$ cat src/rtl/serdes_pkg.sv
// Shared control characters, transmit FSM state type and the CRC-8 byte update
// used by the serdes transmit scheduler.
package serdes_pkg;

  localparam logic [7:0] K28_5 = 8'hBC;
  localparam logic [7:0] K27_7 = 8'hFB;
  localparam logic [7:0] K29_7 = 8'hFD;

  typedef enum logic [2:0] {IDLE, SOF, CHID, DATA, CRC, EOF} tx_state_t;

  // CRC-8, poly 0x07, MSB-first, one byte per call.
  function automatic logic [7:0] crc8_byte(input logic [7:0] crc, input logic [7:0] data);
    logic [7:0] c;
    c = crc ^ data;
    for (int i = 0; i < 8; i++) begin
      c = c[7] ? ((c << 1) ^ 8'h07) : (c << 1);
    end
    return c;
  endfunction

endpackage

$ cat src/rtl/rr_arbiter.sv
// Combinational round-robin arbiter: picks the first requester at or above ptr,
// wrapping around.
module rr_arbiter #(
  parameter int unsigned NUM_CH = 4
) (
  input  logic [NUM_CH-1:0]         req,
  input  logic [$clog2(NUM_CH)-1:0] ptr,
  output logic [$clog2(NUM_CH)-1:0] gnt_idx,
  output logic                      any_req
);

  localparam int unsigned IW = $clog2(NUM_CH);

  always_comb begin
    int unsigned idx;
    gnt_idx = '0;
    any_req = 1'b0;
    for (int unsigned i = 0; i < NUM_CH; i++) begin
      idx = (32'(ptr) + i) % NUM_CH;
      if (!any_req && req[idx[IW-1:0]]) begin
        gnt_idx = idx[IW-1:0];
        any_req = 1'b1;
      end
    end
  end

endmodule

$ cat src/rtl/serdes_tx_scheduler.sv
// Frames round-robin AXIS grants onto one byte lane for an 8b/10b encoder.
// Define SERDES_TX_CRC8_EN to append a CRC-8 byte before EOF.
module serdes_tx_scheduler
  import serdes_pkg::*;
#(
  parameter int unsigned LOGIC_SIZE = 32,
  parameter int unsigned NUM_CH     = 4,
  parameter int unsigned MAX_BURST  = 4,
  parameter int unsigned IDLE_MIN   = 2
) (
  input  logic                         m_axis_aclk,
  input  logic                         m_axis_reset_n,
  input  logic [NUM_CH*LOGIC_SIZE-1:0] s_ch_tdata,
  input  logic [NUM_CH-1:0]            s_ch_tvalid,
  output logic [NUM_CH-1:0]            s_ch_tready,
  output logic [7:0]                   o_to_encoder,
  output logic                         o_k_char,
  input  logic                         i_enc_ready,
  output logic [$clog2(NUM_CH)-1:0]    o_active_ch,
  output logic                         o_busy
);

  localparam int unsigned BPW = LOGIC_SIZE / 8;
  localparam int unsigned SW  = (BPW > 1) ? $clog2(BPW) : 1;
  localparam int unsigned WCW = $clog2(MAX_BURST + 1);
  localparam int unsigned ICW = $clog2(IDLE_MIN + 1);
  localparam int unsigned IW  = $clog2(NUM_CH);

`ifdef SERDES_TX_CRC8_EN
  localparam tx_state_t PostData = CRC;
`else
  localparam tx_state_t PostData = EOF;
`endif

  tx_state_t             state_q, state_d;
  logic [IW-1:0]         grant_q, grant_d, rr_ptr_q, rr_ptr_d, arb_idx;
  logic                  arb_any;
  logic [ICW-1:0]        idle_cnt_q, idle_cnt_d, idle_inc;
  logic [WCW-1:0]        word_cnt_q, word_cnt_d;
  logic [SW-1:0]         strb_q, strb_d;
  logic [LOGIC_SIZE-1:0] shreg_q, shreg_d, sel_word;
  logic                  sel_valid;
  logic [7:0]            byte_q, byte_d, cur_byte;
  logic                  k_q, k_d;
`ifdef SERDES_TX_CRC8_EN
  logic [7:0]            crc_q, crc_d;
`endif

  rr_arbiter #(
    .NUM_CH(NUM_CH)
  ) u_arb (
    .req    (s_ch_tvalid),
    .ptr    (rr_ptr_q),
    .gnt_idx(arb_idx),
    .any_req(arb_any)
  );

  assign sel_word  = s_ch_tdata[grant_q*LOGIC_SIZE +: LOGIC_SIZE];
  assign sel_valid = s_ch_tvalid[grant_q];
  assign cur_byte  = shreg_q[strb_q*8 +: 8];

  always_comb begin
    state_d     = state_q;
    grant_d     = grant_q;
    rr_ptr_d    = rr_ptr_q;
    idle_cnt_d  = idle_cnt_q;
    word_cnt_d  = word_cnt_q;
    strb_d      = strb_q;
    shreg_d     = shreg_q;
`ifdef SERDES_TX_CRC8_EN
    crc_d       = crc_q;
`endif
    s_ch_tready = '0;
    idle_inc    = (idle_cnt_q == ICW'(IDLE_MIN)) ? idle_cnt_q : idle_cnt_q + 1'b1;
    if (i_enc_ready) begin
      unique case (state_q)
        IDLE: begin
          idle_cnt_d = idle_inc;
          if (idle_inc == ICW'(IDLE_MIN) && arb_any) begin
            grant_d = arb_idx;
            state_d = SOF;
          end
        end
        SOF: state_d = CHID;
        CHID: begin
          s_ch_tready[grant_q] = 1'b1;
`ifdef SERDES_TX_CRC8_EN
          crc_d = crc8_byte(8'h00, 8'(grant_q));
`endif
          if (sel_valid) begin
            shreg_d    = sel_word;
            word_cnt_d = WCW'(1);
            strb_d     = '0;
            state_d    = DATA;
          end else begin
            state_d = PostData;
          end
        end
        DATA: begin
`ifdef SERDES_TX_CRC8_EN
          crc_d = crc8_byte(crc_q, cur_byte);
`endif
          if (strb_q == SW'(BPW - 1)) begin
            strb_d = '0;
            // Only ask for another word while the burst has room.
            if (word_cnt_q < WCW'(MAX_BURST)) begin
              s_ch_tready[grant_q] = 1'b1;
              if (sel_valid) begin
                shreg_d    = sel_word;
                word_cnt_d = word_cnt_q + 1'b1;
              end else begin
                state_d = PostData;
              end
            end else begin
              state_d = PostData;
            end
          end else begin
            strb_d = strb_q + 1'b1;
          end
        end
`ifdef SERDES_TX_CRC8_EN
        CRC: state_d = EOF;
`endif
        EOF: begin
          rr_ptr_d   = (grant_q == IW'(NUM_CH - 1)) ? '0 : grant_q + 1'b1;
          idle_cnt_d = '0;
          word_cnt_d = '0;
          state_d    = IDLE;
        end
        default: state_d = IDLE;
      endcase
    end
  end

  // Lane byte is registered from next-state values so it changes right after consumption.
  always_comb begin
    byte_d = K28_5;
    k_d    = 1'b1;
    unique case (state_d)
      IDLE: ;
      SOF:  byte_d = K27_7;
      CHID: begin
        byte_d = 8'(grant_d);
        k_d    = 1'b0;
      end
      DATA: begin
        byte_d = shreg_d[strb_d*8 +: 8];
        k_d    = 1'b0;
      end
`ifdef SERDES_TX_CRC8_EN
      CRC: begin
        byte_d = crc_d;
        k_d    = 1'b0;
      end
`endif
      EOF:  byte_d = K29_7;
      default: ;
    endcase
  end

  always_ff @(posedge m_axis_aclk or negedge m_axis_reset_n) begin
    if (!m_axis_reset_n) begin
      state_q    <= IDLE;
      grant_q    <= '0;
      rr_ptr_q   <= '0;
      idle_cnt_q <= '0;
      word_cnt_q <= '0;
      strb_q     <= '0;
      shreg_q    <= '0;
      byte_q     <= K28_5;
      k_q        <= 1'b1;
`ifdef SERDES_TX_CRC8_EN
      crc_q      <= '0;
`endif
    end else begin
      state_q    <= state_d;
      grant_q    <= grant_d;
      rr_ptr_q   <= rr_ptr_d;
      idle_cnt_q <= idle_cnt_d;
      word_cnt_q <= word_cnt_d;
      strb_q     <= strb_d;
      shreg_q    <= shreg_d;
      byte_q     <= byte_d;
      k_q        <= k_d;
`ifdef SERDES_TX_CRC8_EN
      crc_q      <= crc_d;
`endif
    end
  end

  assign o_to_encoder = byte_q;
  assign o_k_char     = k_q;
  assign o_active_ch  = grant_q;
  assign o_busy       = (state_q != IDLE);

endmodule

$ cat config.mk
export PLATFORM = sky130hd
export DESIGN_NAME = serdes_tx_scheduler
export DESIGN_NICKNAME = d
export VERILOG_FILES = /design/src/rtl/serdes_pkg.sv /design/src/rtl/rr_arbiter.sv /design/src/rtl/serdes_tx_scheduler.sv
export SDC_FILE = /design/constraint.sdc
export NUM_CORES = 1
export LEC_CHECK = 0
export CORE_MARGIN = 4
export CORE_UTILIZATION = 39
export CTS_CLUSTER_DIAMETER = 120
export DETAILED_ROUTE_END_ITERATION = 7
export GPL_ROUTABILITY_DRIVEN = 1
export PLACE_DENSITY = 0.88
export SYNTH_ARGS = -nofsm -noshare
export SYNTH_HDL_FRONTEND = slang
export SYNTH_HIERARCHICAL = 1
export SYNTH_SLANG_ARGS = --single-unit
$ cat constraint.sdc
create_clock -name m_axis_aclk -period 2.06 [get_ports m_axis_aclk]
set_input_delay 0.309 -clock m_axis_aclk [delete_from_list [all_inputs] [get_ports m_axis_aclk]]
set_output_delay 0.309 -clock m_axis_aclk [all_outputs]
set_load 0.02 [all_outputs]
==> results of run 1 <==
logic make-up (layout without fill, tap and decap cells):
logic type / after synthesis / in the layout / share of synthesized area [%]
AO/OA/AOI/OAI: 108 / 108 / 22.9
adder cells (fa/ha/maj): 7 / 7 / 2.47
buffers and inverters: 44 / 254 / 5.41
flip-flops: 55 / 55 / 39.1
multiplexers: 40 / 40 / 19.0
AND/OR/NAND/NOR: 82 / 82 / 11.2
area by class of cell:
cell class	instances	area (um2)	share of cell area (%)
tap	108	135	2.26
inverter	20	78.8	1.32
timing repair buffer	226	2180	36.5
clock inverter	3	22.5	0.377
sequential	55	1390	23.2
multi-input combinational	237	2110	35.2
clock buffer	5	68.8	1.15
repair_timing:
| item | in CTS | in global routing |
|---|---|---|
| hold endpoints to repair | 21 | 0 |
| resized for setup | 41 | 20 |
| buffers inserted | 11 | 7 |
| hold buffers | 1 | 0 |
| setup endpoints to repair | 13 | 13 |
| pin swaps | 7 | 7 |
| cloned | 2 | 0 |
placed cells by master, fill, tap and decap left out, types with 3 or more instances in the layout:
master / synthesis / routed
clkdlybuf4s50_1: 0 / 144
buf_4: 1 / 63
dfrtp_1: 49 / 48
nand2_1: 36 / 33
o221ai_1: 24 / 24
mux4_2: 20 / 20
inv_1: 19 / 16
o21ai_0: 18 / 16
mux2_2: 18 / 15
a21oi_1: 12 / 11
nand2b_1: 10 / 9
nor2_1: 10 / 8
ha_1: 7 / 7
nand3_1: 6 / 6
o22a_1: 6 / 6
dfstp_2: 6 / 6
buf_12: 0 / 6
o211ai_1: 5 / 5
o22ai_1: 5 / 5
and2_1: 5 / 5
clkbuf_8: 0 / 5
buf_2: 6 / 5
a31oi_1: 6 / 4
buf_6: 2 / 4
inv_2: 1 / 3
a32oi_2: 1 / 3
mux2_4: 0 / 3
nand2_2: 0 / 3
nor2b_1: 5 / 3
a211o_1: 3 / 3
registers in the layout (all words and copies together), names as in the netlist:
register / flops
shreg_q: 32
o_to_encoder: 8
state_q: 3
word_cnt_q: 3
idle_cnt_q: 2
o_active_ch: 2
rr_ptr_q: 2
strb_q: 2
o_k_char: 1
worst max-delay path, cell delays in order (launching register included):
cell and delay (ns):
dfrtp_2 0.40, mux4_2 0.58, o211a_4 0.20, buf_12 0.14
buf_16 0.13, mux2_2 0.28, nand2_1 0.08, a21oi_1 0.08
a211o_1 0.27
power by group through the flow:
| stage | Sequential (mW) | Combinational, mW | Clock (mW) |
|---|---|---|---|
| after floorplan | 2.02 | 2.74 | 0 |
| after global placement | 1.89 | 4.71 | 0 |
| after detailed placement | 1.91 | 4.88 | 0 |
| after CTS | 1.90 | 5.28 | 0.629 |
| after global routing | 1.96 | 6.09 | 0.664 |
| final | 1.91 | 5.73 | 0.615 |
layer usage:
layer  wire (um)  track usage (%)  up-vias
met5           0                0        -
met4         350             6.18        0
met3        1290             5.50       31
met2        6460             42.1      240
met1        5080             28.5     1840
li1            -                -     1711
per-stage QoR:
step	std cells	worst slack (ns)	utilization (%)
2_1_floorplan	336	-0.192	-
3_3_place_gp	627	-0.439	63.3
3_5_place_dp	627	-0.497	63.3
4_1_cts	648	-0.176	66.7
5_1_grt	654	-0.260	68.2
6_report	654	-0.183	68.2
worst max path at each step:
stage / to / slack, ns
after global placement: o_to_encoder[7] / -0.44
after detailed placement: o_to_encoder[7] / -0.50
after CTS: o_to_encoder[7] / -0.18
after global routing: o_to_encoder[0] / -0.26
after floorplan: o_to_encoder[1] / -0.19
final: o_to_encoder[3] / -0.18
==> flow_summary_export.csv, run 1 <==
group,metric,value,unit
clock_network,cts.path.max_buffers,2,
cells_and_area,antenna_cells,0,
floorplan,start_util,40.4,%
worst_setup_path,crit_arrival,2.49,ns
yosys,synth.top_cell.area_share,34.6,%
yosys,synth.cell_area,0.00354,mm2
timing,fin_setup_tns,-1.16,ns
worst_setup_path,reg2reg_to,"o_to_encoder[3]",
yosys,synth.avg_cell_area,10.5,um2
timing,fin_crit,2.24,ns
detailed_routing,routed_wl,13200,um
worst_hold_path,hold_class,"in2async",
outcome,status,"finished, violations left",
clock_network,root_buffer,"clkbuf_8",
yosys,netlist_instances,336,
power,power_frac_comb,69.4,%
power,power.density,1380,mW/mm2
placement,dpl.hpwl,9570,um
worst_setup_path,crit_start,"o_active_ch[0]",
clock_network,clock-sinks,55,
timing,hold_slack,0.498,ns
clock_network,path_clk_slew,0.10,ns
global_routing,grt.total_usage,23.5,%
detailed_routing,drt-initial-drc-count,240,
power,cell_internal_pwr,4.83,mW
placement,placed_area,0.00555,mm2
cells_and_area,fin_nets,687,
worst_setup_path,reg2regPathDepth,8,
detailed_routing,drc,0,
yosys,yosys_warnings,6,
global_routing,grt_pass1_vias,4019,
floorplan,ios,151,
cells_and_area,layout-drive-gt1-share,30.6,%
timing,post-route-period-util,109,%
detailed_routing,drtAntennaViolNets,0,
yosys,synth.largest_area_cell,"dfrtp_1",
outcome,violations,"setup timing",
clock_network,htreeDepth,2,
floorplan,rows,34,
worst_setup_path,start_kind,"flip-flop",
cells_and_area,n_fill_cell,618,
global_routing,grt_max_degree,34,
timing,fmax,446,MHz
timing,maxSlewViolCount,0,
worst_setup_path,setup.worst_path.class,"reg2reg",
yosys,synth.distinct_cells,55,
worst_setup_path,cp.required,2.30,ns
detailed_routing,first_pass_iters,5,
cells_and_area,syn2layout_area_growth,68.7,%
yosys,synth-async-reset-ratio,100,%
yosys,ys_ff_latch,55,
floorplan,fp.coreArea,0.00876,mm2
flow_run,cap_violations,0,
clock_network,cts_tree,"done",
timing,finClkSkew,0.00441,ns
detailed_routing,viasPerCell,5.84,
placement,place_congestion,0.849,
yosys,synth.yosys.seq_area_share,39.1,%
timing,tightest_slew,0.533,ns
yosys,yosys-top-cells-area,"dfrtp_1 35%, mux4_2 13%, o221ai_1 5.9%, mux2_2 5.7%, dfstp_2 4.5%",
global_routing,grt-ovfl-total,0,
detailed_routing,wl_per_cell,20.2,um
power,seqPwrFrac,23.2,%
floorplan,die_w,103,um
yosys,post-synth-top-count-cell,"dfrtp_1",
power,swShare,41.5,%
power,leakagePower,2.47,nW
cells_and_area,fin_area,0.00597,mm2
timing,relSlewSlack,64.4,%
worst_setup_path,critical_path.max_fanout,6,
power,switchingPower,3.43,mW
worst_setup_path,reg2reg_slack,-0.18,ns
timing,hold_viol_final,0,
clock_network,numCtsBuffers,5,
power,total_power,8.26,mW
clock_network,clk_latency,0.31,ns
worst_setup_path,cp-end-kind,"flip-flop",
yosys,ys_top_cells_by_count,"49 x dfrtp_1, 36 x nand2_1, 24 x o221ai_1, 20 x mux4_2, 19 x inv_1",
worst_setup_path,rr_startpoint,"o_active_ch[0]",
floorplan,die_area,0.0107,mm2
yosys,synth-edff-count,0,
power,power_frac_clock,7.4,%
timing,rsz0062_at_grt,"yes",
timing,setup_ws,-0.183,ns
yosys,syn_nets,478,
placement,port_buffers,150,
timing,setup_violations,8,
global_routing,grt_first_pass_wirelength,19600,um
floorplan,die_h,103,um
yosys,synth_ff_type,"dfrtp_1",
detailed_routing,dr_total_vias,3822,
power,irDropWorstVdd,0.660,mV
global_routing,antenna_found_initial,0,
(Power assumes the default switching activity.)
==> run 2, diff against run 1 <==
--- a/config.mk
+++ b/config.mk
@@ -5,12 +5,13 @@
 export SDC_FILE = /design/constraint.sdc
 export NUM_CORES = 1
 export LEC_CHECK = 0
+export ABC_AREA = 1
 export CORE_MARGIN = 4
-export CORE_UTILIZATION = 39
+export CORE_UTILIZATION = 40
 export CTS_CLUSTER_DIAMETER = 120
 export DETAILED_ROUTE_END_ITERATION = 7
 export GPL_ROUTABILITY_DRIVEN = 1
-export PLACE_DENSITY = 0.88
+export PLACE_DENSITY = 0.86
 export SYNTH_ARGS = -nofsm -noshare
 export SYNTH_HDL_FRONTEND = slang
 export SYNTH_HIERARCHICAL = 1
==> run 2 against run 1 <==
The flow now finishes without violations. Non-clock buffer count shrank 33. Die area up 15%. Sequential cell count did not move. Synthesized cell count grew 92%. Clock skew grew 0.0058 ns. Clock-buffer cell count did not move. Register-to-register slack improved by 0.25 ns. Area after synthesis up 19%. Via count is 24% higher.
==> flow_summary_export.csv, run 2 <==
group,metric,value,unit
clock_network,clock-sinks,55,
yosys,synth-async-reset-ratio,100,%
detailed_routing,dr_total_vias,4758,
detailed_routing,viasPerCell,5.00,
power,power.density,1260,mW/mm2
timing,fin_crit,1.99,ns
cells_and_area,n_fill_cell,881,
clock_network,path_clk_slew,0.11,ns
timing,hold_viol_final,0,
worst_setup_path,reg2regPathDepth,14,
detailed_routing,drt-initial-drc-count,388,
global_routing,grt-ovfl-total,0,
clock_network,clk_latency,0.31,ns
timing,tightest_slew,0.395,ns
worst_setup_path,critPathBufInv,3,
yosys,yosys-top-cells-area,"dfrtp_1 29%, nand2_1 19%, nor2_1 8.5%, o21ai_0 7.7%, nand3_1 5.1%",
worst_setup_path,cp.required,2.26,ns
outcome,status,"finished, final reports clean",
timing,maxSlewViolCount,0,
yosys,ys_top_cells_by_count,"209 x nand2_1, 96 x nor2_1, 65 x o21ai_0, 49 x dfrtp_1, 46 x inv_1",
power,leakagePower,2.97,nW
cells_and_area,antenna_cells,0,
yosys,synth.yosys.seq_area_share,32.8,%
worst_setup_path,cp_cell_sequence,"buf_6 > nand2_2 > nand2_4 > nand2_4 > nand2_2 > nor2_4 > nand3b_1 > nand4_1 > inv_1 > nand2_1 > o21ai_0 > buf_4 > nand4_1 > nand3_1",
yosys,synth.distinct_cells,35,
power,total_power,7.94,mW
global_routing,grt_pass1_vias,4509,
floorplan,die_area,0.0122,mm2
yosys,synth.cell_area,0.00422,mm2
cells_and_area,largest_register_ffs,32,
clock_network,cts.path.max_buffers,2,
yosys,netlist_instances,646,
cells_and_area,final_util,61.1,%
yosys,syn_nets,788,
worst_setup_path,critical_path.max_fanout,8,
timing,fin_setup_tns,0,ns
placement,port_buffers,150,
clock_network,numCtsBuffers,5,
power,irDropWorstVdd,0.768,mV
detailed_routing,first_pass_iters,5,
detailed_routing,drtAntennaViolNets,0,
global_routing,grt.total_usage,21.7,%
worst_setup_path,setup.worst_path.class,"reg2reg",
placement,dpl.hpwl,10500,um
detailed_routing,drc,0,
timing,fmax,502,MHz
yosys,yosys_warnings,6,
timing,relSlewSlack,73.7,%
floorplan,start_util,41.0,%
cells_and_area,fin_area,0.00627,mm2
worst_setup_path,slowest_delay,0.50,ns
floorplan,rows,37,
cells_and_area,final_common_cell,"nand2_1",
floorplan,die_w,111,um
clock_network,cts_tree,"done",
detailed_routing,routed_wl,13800,um
clock_network,htreeDepth,2,
timing,hold_slack,0.455,ns
yosys,synth_ff_type,"dfrtp_1",
yosys,synth.largest_area_cell,"dfrtp_1",
cells_and_area,syn2layout_area_growth,48.8,%
yosys,synth-edff-count,0,
floorplan,fp.coreArea,0.0103,mm2
worst_setup_path,start_kind,"flip-flop",
placement,placed_area,0.00605,mm2
worst_setup_path,rr_startpoint,"rr_ptr_q[0]",
global_routing,grt_max_degree,66,
worst_setup_path,crit_slowest_cell,"dfrtp_2",
global_routing,grt_first_pass_wirelength,22400,um
global_routing,antenna_found_initial,0,
yosys,synth.top_cell.area_share,29.1,%
flow_run,cap_violations,0,
worst_setup_path,critPathTopFamily,"simple AND/OR/NAND/NOR gates",
worst_hold_path,hold_class,"in2async",
cells_and_area,final_cell_mix,"204 x nand2_1, 145 x clkdlybuf4s50_1, 92 x nor2_1, 61 x o21ai_0",
timing,rsz0062_at_grt,"yes",
yosys,post-synth-top-count-cell,"nand2_1",
timing,post-route-period-util,96.6,%
worst_setup_path,cp-end-kind,"flip-flop",
timing,setup_violations,0,
timing,finClkSkew,0.0102,ns
placement,place_congestion,0.910,
detailed_routing,wl_per_cell,14.5,um
worst_setup_path,reg2reg_slack,0.07,ns
floorplan,ios,151,
worst_setup_path,crit_arrival,2.19,ns
clock_network,root_buffer,"clkbuf_8",
worst_setup_path,reg2reg_to,"o_to_encoder[0]",
cells_and_area,fin_nets,956,
floorplan,die_h,111,um
yosys,ys_ff_latch,55,
cells_and_area,regMostFlops,"shreg_q",
yosys,synth.avg_cell_area,6.53,um2
cells_and_area,layout-drive-gt1-share,15.1,%
-- run 2: timing repair --
action                                  4_1_cts  5_1_grt
endpoints found under the setup margin        4       15
setup buffers                                 0        4
gates resized for setup                       4       38
hold buffers                                  1        0
pin swaps                                     0        8
endpoints found under the hold margin         8        0
gates cloned                                  0        0
-- run 2: per-layer routing --
layer,global-route usage [%],up-vias,part of all wire (%)
li1,-,2397,-
met1,30.5,2165,46
met2,34.2,174,45
met3,4.64,22,6.6
met4,5.25,0,1.9
met5,0,-,0
-- run 2: kinds of logic (layout without fill, tap and decap cells) --
logic type,after synthesis,after routing,synth area share [%]
muxes,1,1,0.267
adders and majority gates,7,7,2.08
and+or+nand+nor,398,398,42.0
buffers and inverters,88,257,9.94
DFF,55,55,32.8
AOI/OAI and AO/OA,97,97,12.9
-- run 2: stage by stage --
| stage | worst slack, ns | cells |
|---|---|---|
| CTS | 0.0234 | 947 |
| detailed placement | -0.150 | 938 |
| finish | 0.0694 | 951 |
| global route | -0.100 | 951 |
| global placement | -0.116 | 938 |
| floorplan | 0.228 | 646 |
-- run 2: cell type report --
type	count	area, um2	share of cell area [%]
clock buffer	5	68.8	1.10
clock inverter	3	33.8	0.538
inverter	56	225	3.59
multi-input combinational	503	2480	39.5
sequential	55	1390	22.1
tap	136	170	2.71
timing repair buffer	193	1910	30.4
-- run 2: worst max-delay path by stage --
stage / from / end / slack (ns) / depth (start not counted)
6_report: rr_ptr_q[0] / o_to_encoder[0] / 0.07 / 14
5_1_grt: rr_ptr_q[0] / o_to_encoder[0] / -0.10 / 14
4_1_cts: rr_ptr_q[0] / o_to_encoder[2] / 0.02 / 12
3_5_place_dp: s_ch_tvalid[2] / o_to_encoder[2] / -0.15 / 13
3_3_place_gp: s_ch_tvalid[2] / o_to_encoder[0] / -0.12 / 13
2_1_floorplan: o_active_ch[0] / o_to_encoder[0] / 0.23 / 15
-- run 2: report_power, final --
part	leakage [nW]	switching, mW	internal (mW)
sequential	0.651	0.259	1.61
combinational	2.27	3.20	2.22
clock	0.0515	0.387	0.257
-- run 2: worst reg2reg max path: stages (launching register included) --
cell	delay, ns
dfrtp_2	0.50
buf_6	0.16
nand2_2	0.08
nand2_4	0.07
nand2_4	0.06
nand2_2	0.06
nor2_4	0.13
nand3b_1	0.09
nand4_1	0.18
inv_1	0.09
nand2_1	0.06
o21ai_0	0.08
buf_4	0.15
nand4_1	0.08
nand3_1	0.08
